[config.mk]
export PLATFORM = sky130hd
export DESIGN_NAME = gt_serial_cmp
export DESIGN_NICKNAME = d
export VERILOG_FILES = /design/src/rtl/gt_serial_cmp.sv
export SDC_FILE = /design/constraint.sdc
export NUM_CORES = 1
export LEC_CHECK = 0
export BUFFER_PORTS_ARGS = -buffer_cell sky130_fd_sc_hd__buf_2
export CAP_MARGIN = 20
export CORE_ASPECT_RATIO = 2
export CORE_MARGIN = 1
export CORE_UTILIZATION = 30
export CTS_CLUSTER_SIZE = 12
export DETAILED_ROUTE_END_ITERATION = 6
export PLACE_DENSITY = 0.59
export SLEW_MARGIN = 20
export SYNTH_ARGS = -nofsm -noshare
export SYNTH_HDL_FRONTEND = slang
export SYNTH_SLANG_ARGS = --single-unit
[constraint.sdc]
create_clock -name clk -period 1.9 [get_ports clk]
set_input_delay 0.475 -clock clk [delete_from_list [all_inputs] [get_ports clk]]
set_output_delay 0.475 -clock clk [all_outputs]
set_load 0.02 [all_outputs]
[src/rtl/gt_serial_cmp.sv]
// Sequential unsigned magnitude comparator: scans two bits per clock from the
// LSB pair up to the MSB pair and reports registered gt/eq/lt with a done pulse.
module gt_serial_cmp #(
    parameter int W = 8
) (
    input  logic         clk,
    input  logic         reset,
    input  logic         start,
    input  logic [W-1:0] a,
    input  logic [W-1:0] b,
    output logic         ready,
    output logic         done_tick,
    output logic         gt,
    output logic         eq,
    output logic         lt
);

    localparam int PAIRS = W / 2;
    localparam int NW = (PAIRS > 1) ? $clog2(PAIRS) : 1;
    localparam logic [NW-1:0] LAST = NW'(PAIRS - 1);

    typedef enum logic [1:0] {
        S_IDLE = 2'd0,
        S_OP   = 2'd1,
        S_DONE = 2'd2
    } state_t;

    state_t        state, state_next;
    logic [W-1:0]  sa, sb;
    logic          g, e;
    logic          g_nx, e_nx;
    logic [NW-1:0] n;
    logic [1:0]    pa, pb;

    assign pa        = sa[1:0];
    assign pb        = sb[1:0];
    assign ready     = (state == S_IDLE);
    assign done_tick = (state == S_DONE);

    // A higher pair that differs overrides whatever the lower pairs decided.
    always_comb begin
        state_next = state;
        g_nx       = g;
        e_nx       = e;
        case (state)
            S_IDLE: if (start) state_next = S_OP;
            S_OP: begin
                if (pa > pb) begin
                    g_nx = 1'b1;
                    e_nx = 1'b0;
                end else if (pa < pb) begin
                    g_nx = 1'b0;
                    e_nx = 1'b0;
                end
                if (n == LAST) state_next = S_DONE;
            end
            S_DONE: state_next = S_IDLE;
            default: state_next = S_IDLE;
        endcase
    end

    always_ff @(posedge clk) begin
        if (reset) begin
            state <= S_IDLE;
            sa    <= '0;
            sb    <= '0;
            g     <= 1'b0;
            e     <= 1'b0;
            n     <= '0;
            gt    <= 1'b0;
            eq    <= 1'b0;
            lt    <= 1'b0;
        end else begin
            state <= state_next;
            case (state)
                S_IDLE: begin
                    if (start) begin
                        sa <= a;
                        sb <= b;
                        g  <= 1'b0;
                        e  <= 1'b1;
                        n  <= '0;
                    end
                end
                S_OP: begin
                    sa <= sa >> 2;
                    sb <= sb >> 2;
                    g  <= g_nx;
                    e  <= e_nx;
                    if (n == LAST) begin
                        gt <= g_nx;
                        eq <= e_nx;
                        lt <= ~g_nx & ~e_nx;
                    end else begin
                        n <= n + 1'b1;
                    end
                end
                default: ;
            endcase
        end
    end

endmodule

; ---- Word level (Yosys, flattened, before mapping)
; Index checks and enable logic that the tools add are counted.
[op_classes]
n_addsub = 1
order_cmp = 2
n_eq_ne = 6
mux = 20
n_bitwise = 3
n_reduce_logical = 6
[op_table]
columns = op, n
row1 = $pmux W8 S2, 2
row2 = $mux W8, 2
row3 = $mux W1, 8
row4 = $mux W2, 4
row5 = $pmux W2 S2, 2
row6 = $ne A2 B2 Y1 const B, 3
row7 = $reduce_and A2 Y1, 3
row8 = $eq A2 B2 Y1 const B, 2
row9 = $pmux W1 S2, 2
row10 = $reduce_and A3 Y1, 1
row11 = $add A2 B1 Y2 const B, 1
row12 = $eq A2 B1 Y1 const B, 1
row13 = $gt A2 B2 Y1, 1
row14 = $logic_not A2 Y1, 1
row15 = $lt A2 B2 Y1, 1
row16 = $not A1 Y1, 2
row17 = $reduce_bool A2 Y1, 1
row18 = $and A1 B1 Y1, 1
[word_totals]
register_bits = 25
in_bits = 19
word_cells = 47

; ---- Depth between registers and ports, before layout
[logic_depth]
word_depth = 6
mapped_depth = 6
depth_no_buf = 6

; ---- Worst setup path after synthesis
; OpenSTA, ideal clock, no wires.
[synth_path]
path_kind = reg2reg
start = register sb[1]
end = register lt
setup_time_ns = 0.141
arrival_time_ns = 1.244
t_required_ns = 1.759
slack_ns = 0.515
path_stages_with_launch = 7
n_path_buf = 0
synth_period_minus_slack_ns = 1.385
path_cell_list = dfxtp_1 > inv_1 > ha_1 > inv_1 > o21ai_0 > nor3b_1 > nor3_1
[synth_via]
elab_chain_len = 6
elab_cells_between_ends = 11
[synth_rtl]
columns = element, line
row1 = "start, declared", 29  ; logic [W-1:0] sa, sb;
row2 = "start signal, assigned", 87  ; sb <= sb >> 2;
row3 = $lt A2 B2 Y1, 51  ; end else if (pa < pb) begin
row4 = $mux W1, 51
row5 = $mux W1, 48  ; if (pa > pb) begin
row6 = $mux W1, 45  ; case (state)
row7 = $not A1 Y1, 93  ; lt <= ~g_nx & ~e_nx;
row8 = $and A1 B1 Y1 *, 93
row9 = "end signal, assigned", 93
row10 = "end, declared", 15  ; output logic lt
; Mark *: on every way between the ends. The rest lies on a longest branch, timed or not.
; A chain may end at the register's enable or synchronous reset.

; ---- Final worst setup path
[layout_path]
start = register state[1]
end = output done_tick
[layout_via]
elab_chain_len = 1
[layout_rtl]
columns = element, line
row1 = "start, declared", 28  ; state_t state, state_next;
row2 = "start signal, assigned", 74  ; state <= state_next;
row3 = $eq A2 B2 Y1, 38  ; assign done_tick = (state == S_DONE);
row4 = "end, declared", 12  ; output logic done_tick,
; No other way between the ends.

==> implementation parameters <==
Parameter                              Value

Setup path
  Maximum fanout along the worst path    9
  Sort of element at the end of the critical path    primary output
  R2R depth    6
  Reg-to-reg slack, setup    0.32 ns
  Type of origin of the critical path    flop
  Critical Setup Path Class    reg2out
  Arr. time, crit path    between 1 and 1.5 ns
  Start point of the critical path    state[1]
  FF-to-FF Start    sb[1]
  Worst r2r dst    lt
  Data required time at the worst endpoint    approximately 1.4 ns

Synthesis
  Fraction of the mapped netlist area in compound gates    a little under a quarter
  #FFs+latches synth    25
  Simple-gate share of the synthesized area    about a quarter
  Synthesized area per cell    roughly 8.5 µm²
  Unique cell type count in the Yosys netlist    24
  Post-synthesis cell area    about 1100 µm²
  Xor/xnor share of the synthesized area    0%
  Mux cell area share after synthesis    0%
  Post-synthesis instance total    roughly 130
  Part of the Yosys area used for sequential elements    43.9%
  Adder-Cell Fraction of Synth Area    between 3 and 4%
  Net count of the mapped netlist    roughly 160
  Share of the synthesized area in the top cell type    a little over two fifths
  Ranking of synthesized cells by area    dfxtp_1, a311oi_2, nand2_1
  Dominant cell type by area after synthesis    dfxtp_1
  Main combinational cell family by area after synthesis    simple AND/OR/NAND/NOR gates
  Syn. warnings    0

Place
  Hpwl dp    ~1.8 mm
  Placement Cell Area    around 1300 µm²
  Routability congestion estimate    approximately 0.75
  Number of I/O port buffers    23

Final layout
  Diode count    0
  Final Cell Area    roughly 1300 µm²
  Area overhead of the layout relative to synthesis    16.7%
  Final Util    roughly 37%
  NumNets Final    between 150 and 200
  Layout cells sized above 1    24.5%

Detailed routing
  Antenna-violating nets left    0
  Via density per instance    4.86
  First-pass iteration count of the detailed router    4
  Starting DRC count in detailed routing    23
  Post-DR wirelength/cell    approximately 12 µm
  DRC errors left    0
  Total vias in the final route    a little under 1,000
  Total Routed Length    approximately 2.4 mm

Hold path
  Startpoint of the worst hold path    a[6]
  Cell count of the worst hold path    3
  Worst Hold End    sa[6]
  Type of the worst min-delay path    in2reg

STA
  Rel. slew slack    between 60% and 70%
  Final Cycle Share    85.0%
  Final hold viol count    0
  Final count of pins violating max slew    0
  Setup repair after global routing missed its margin    no
  Total Negative Setup Slacks    0 ns
  Highest clock frequency the design can meet    just over 0.6 GHz
  Clock skew    a little under 0.009 ns
  Measured slew at the worst slew-check pin    around 0.57 ns
  Total of endpoints with negative setup slack in the final report    0
  Final critical-path required period    about 1.6 ns

GRT
  Grt total ovfl    0
  Vias in the first global route    947
  Total routing resource utilization after global routing    13.6%
  Global-route wire length before repair    between 4 and 5 mm
  Largest net degree at the start of global routing    26
  Antenna violations before repair    0

Clock tree
  Clock-pin slew reported for the worst setup and hold paths after clock tree synthesis    ~0.090 ns
  H-tree level count    1
  Number of buffers created by CTS    3
  Maximum root-to-sink buffer count    2
  Clock sink count    25
  Postcts setup bufs    0
  Clock Latency Late Sink    between 0.2 and 0.3 ns
  Hold bufs inserted after CTS    0
  TritonCTS clock tree    built
  Buffer cell driving the clock tree root    clkbuf_8
  Cells resized by post-CTS repair    0

Job
  Number of max-cap violations    0

Floorplan
  Die boundary height    a little under 90 µm
  I/O pins    24
  Area of the core    ~3600 µm²
  Die footprint    approximately 4100 µm²
  Starting density of the core    about a third
  Die width    45.6 µm
  Row cnt    31

Power and ir drop
  Total leakage power    0.547 nW
  Worst VDD drop    roughly 0.43 mV
  Power per cell area    a little over 800 nW/µm²
  Final Total Pwr    between 0.001 and 0.0015 W

Status
  Outcome    completed
[cell usage after synthesis (all sizes together)]
cell type	n
o21ai	2
nor2	24
ha	3
nand3	2
nand3b	1
nand2b	1
nor3	2
dfxtp	25
buf	5
a311oi	12
nor2b	2
a211oi	1
nor3b	3
o211ai	1
clkbuf	3
or2	1
a22oi	5
nand2	28
inv	4
a21oi	8
o2111ai	1
[worst max-delay path: stages (launching register included)]
cell and delay (ns):
dfxtp_1 0.52, nor2b_1 0.18, buf_2 0.17
[cell type report]
cell class / instances / area, µm²
fill: 384 / 2280
multi-input combinational: 97 / 578
sequential: 25 / 500
timing repair buffer: 25 / 130
tap: 49 / 61.3
clock buffer: 4 / 45.0
inverter: 4 / 15.0
[state kept, by name, indices dropped and copies added, names as in the netlist]
| signal | count |
|---|---|
| sa | 8 |
| sb | 8 |
| n | 2 |
| state | 2 |
| e | 1 |
| eq | 1 |
| g | 1 |
| gt | 1 |
| lt | 1 |
[power breakdown]
| part | switching (W) | internal [W] | total [W] |
|---|---|---|---|
| Clock | 0.000167 | 0.000150 | 0.000318 |
| Sequential | 0.0000234 | 0.000560 | 0.000584 |
| Combinational | 0.000111 | 0.0000753 | 0.000186 |
[metrics by stage]
step | setup slack, ns | hold slack (ns) | std cells
final | 0.285 | 0.448 | 204
after floorplan | 0.515 | 0.455 | 134
after global placement | 0.336 | 0.440 | 200
after detailed placement | 0.309 | 0.448 | 200
after global routing | 0.184 | 0.459 | 204
after CTS | 0.297 | 0.453 | 204
[per-layer routing]
metal	GRT usage (%)	wire, µm	up-vias
li1	-	-	506
met2	24.0	1270	22
met4	8.26	74	0
met1	14.3	973	456
met5	0	0	-
met3	2.02	92	7
[worst max path at each step]
stage	slack, ns	endpoint	cells after the start
floorplan	0.52	lt	6
global placement	0.34	sb[1]	5
detailed placement	0.31	sb[5]	5
CTS	0.30	done_tick	2
global route	0.18	done_tick	2
finish	0.29	done_tick	2
[placed cells by master, fill, tap and decap left out, types with 2 or more instances in the layout]
| master | instances |
|---|---|
| dfxtp_1 | 25 |
| nand2_1 | 28 |
| nor3_1 | 2 |
| buf_2 | 23 |
| buf_4 | 2 |
| a21oi_1 | 8 |
| nor3b_1 | 3 |
| inv_1 | 4 |
| nor2b_1 | 2 |
| a311oi_1 | 5 |
| clkbuf_8 | 3 |
| nand3_1 | 2 |
| nor2_1 | 23 |
| a311oi_2 | 7 |
| o21ai_0 | 2 |
| a22oi_1 | 5 |
| ha_1 | 3 |
[logic make-up after synthesis]
family | Yosys count
buffers and inverters | 12
flip-flops | 25
AND/OR/NAND/NOR | 64
AO/OA/AOI/OAI | 30
adder cells (fa/ha/maj) | 3
Power figures use the tool's default switching activity.
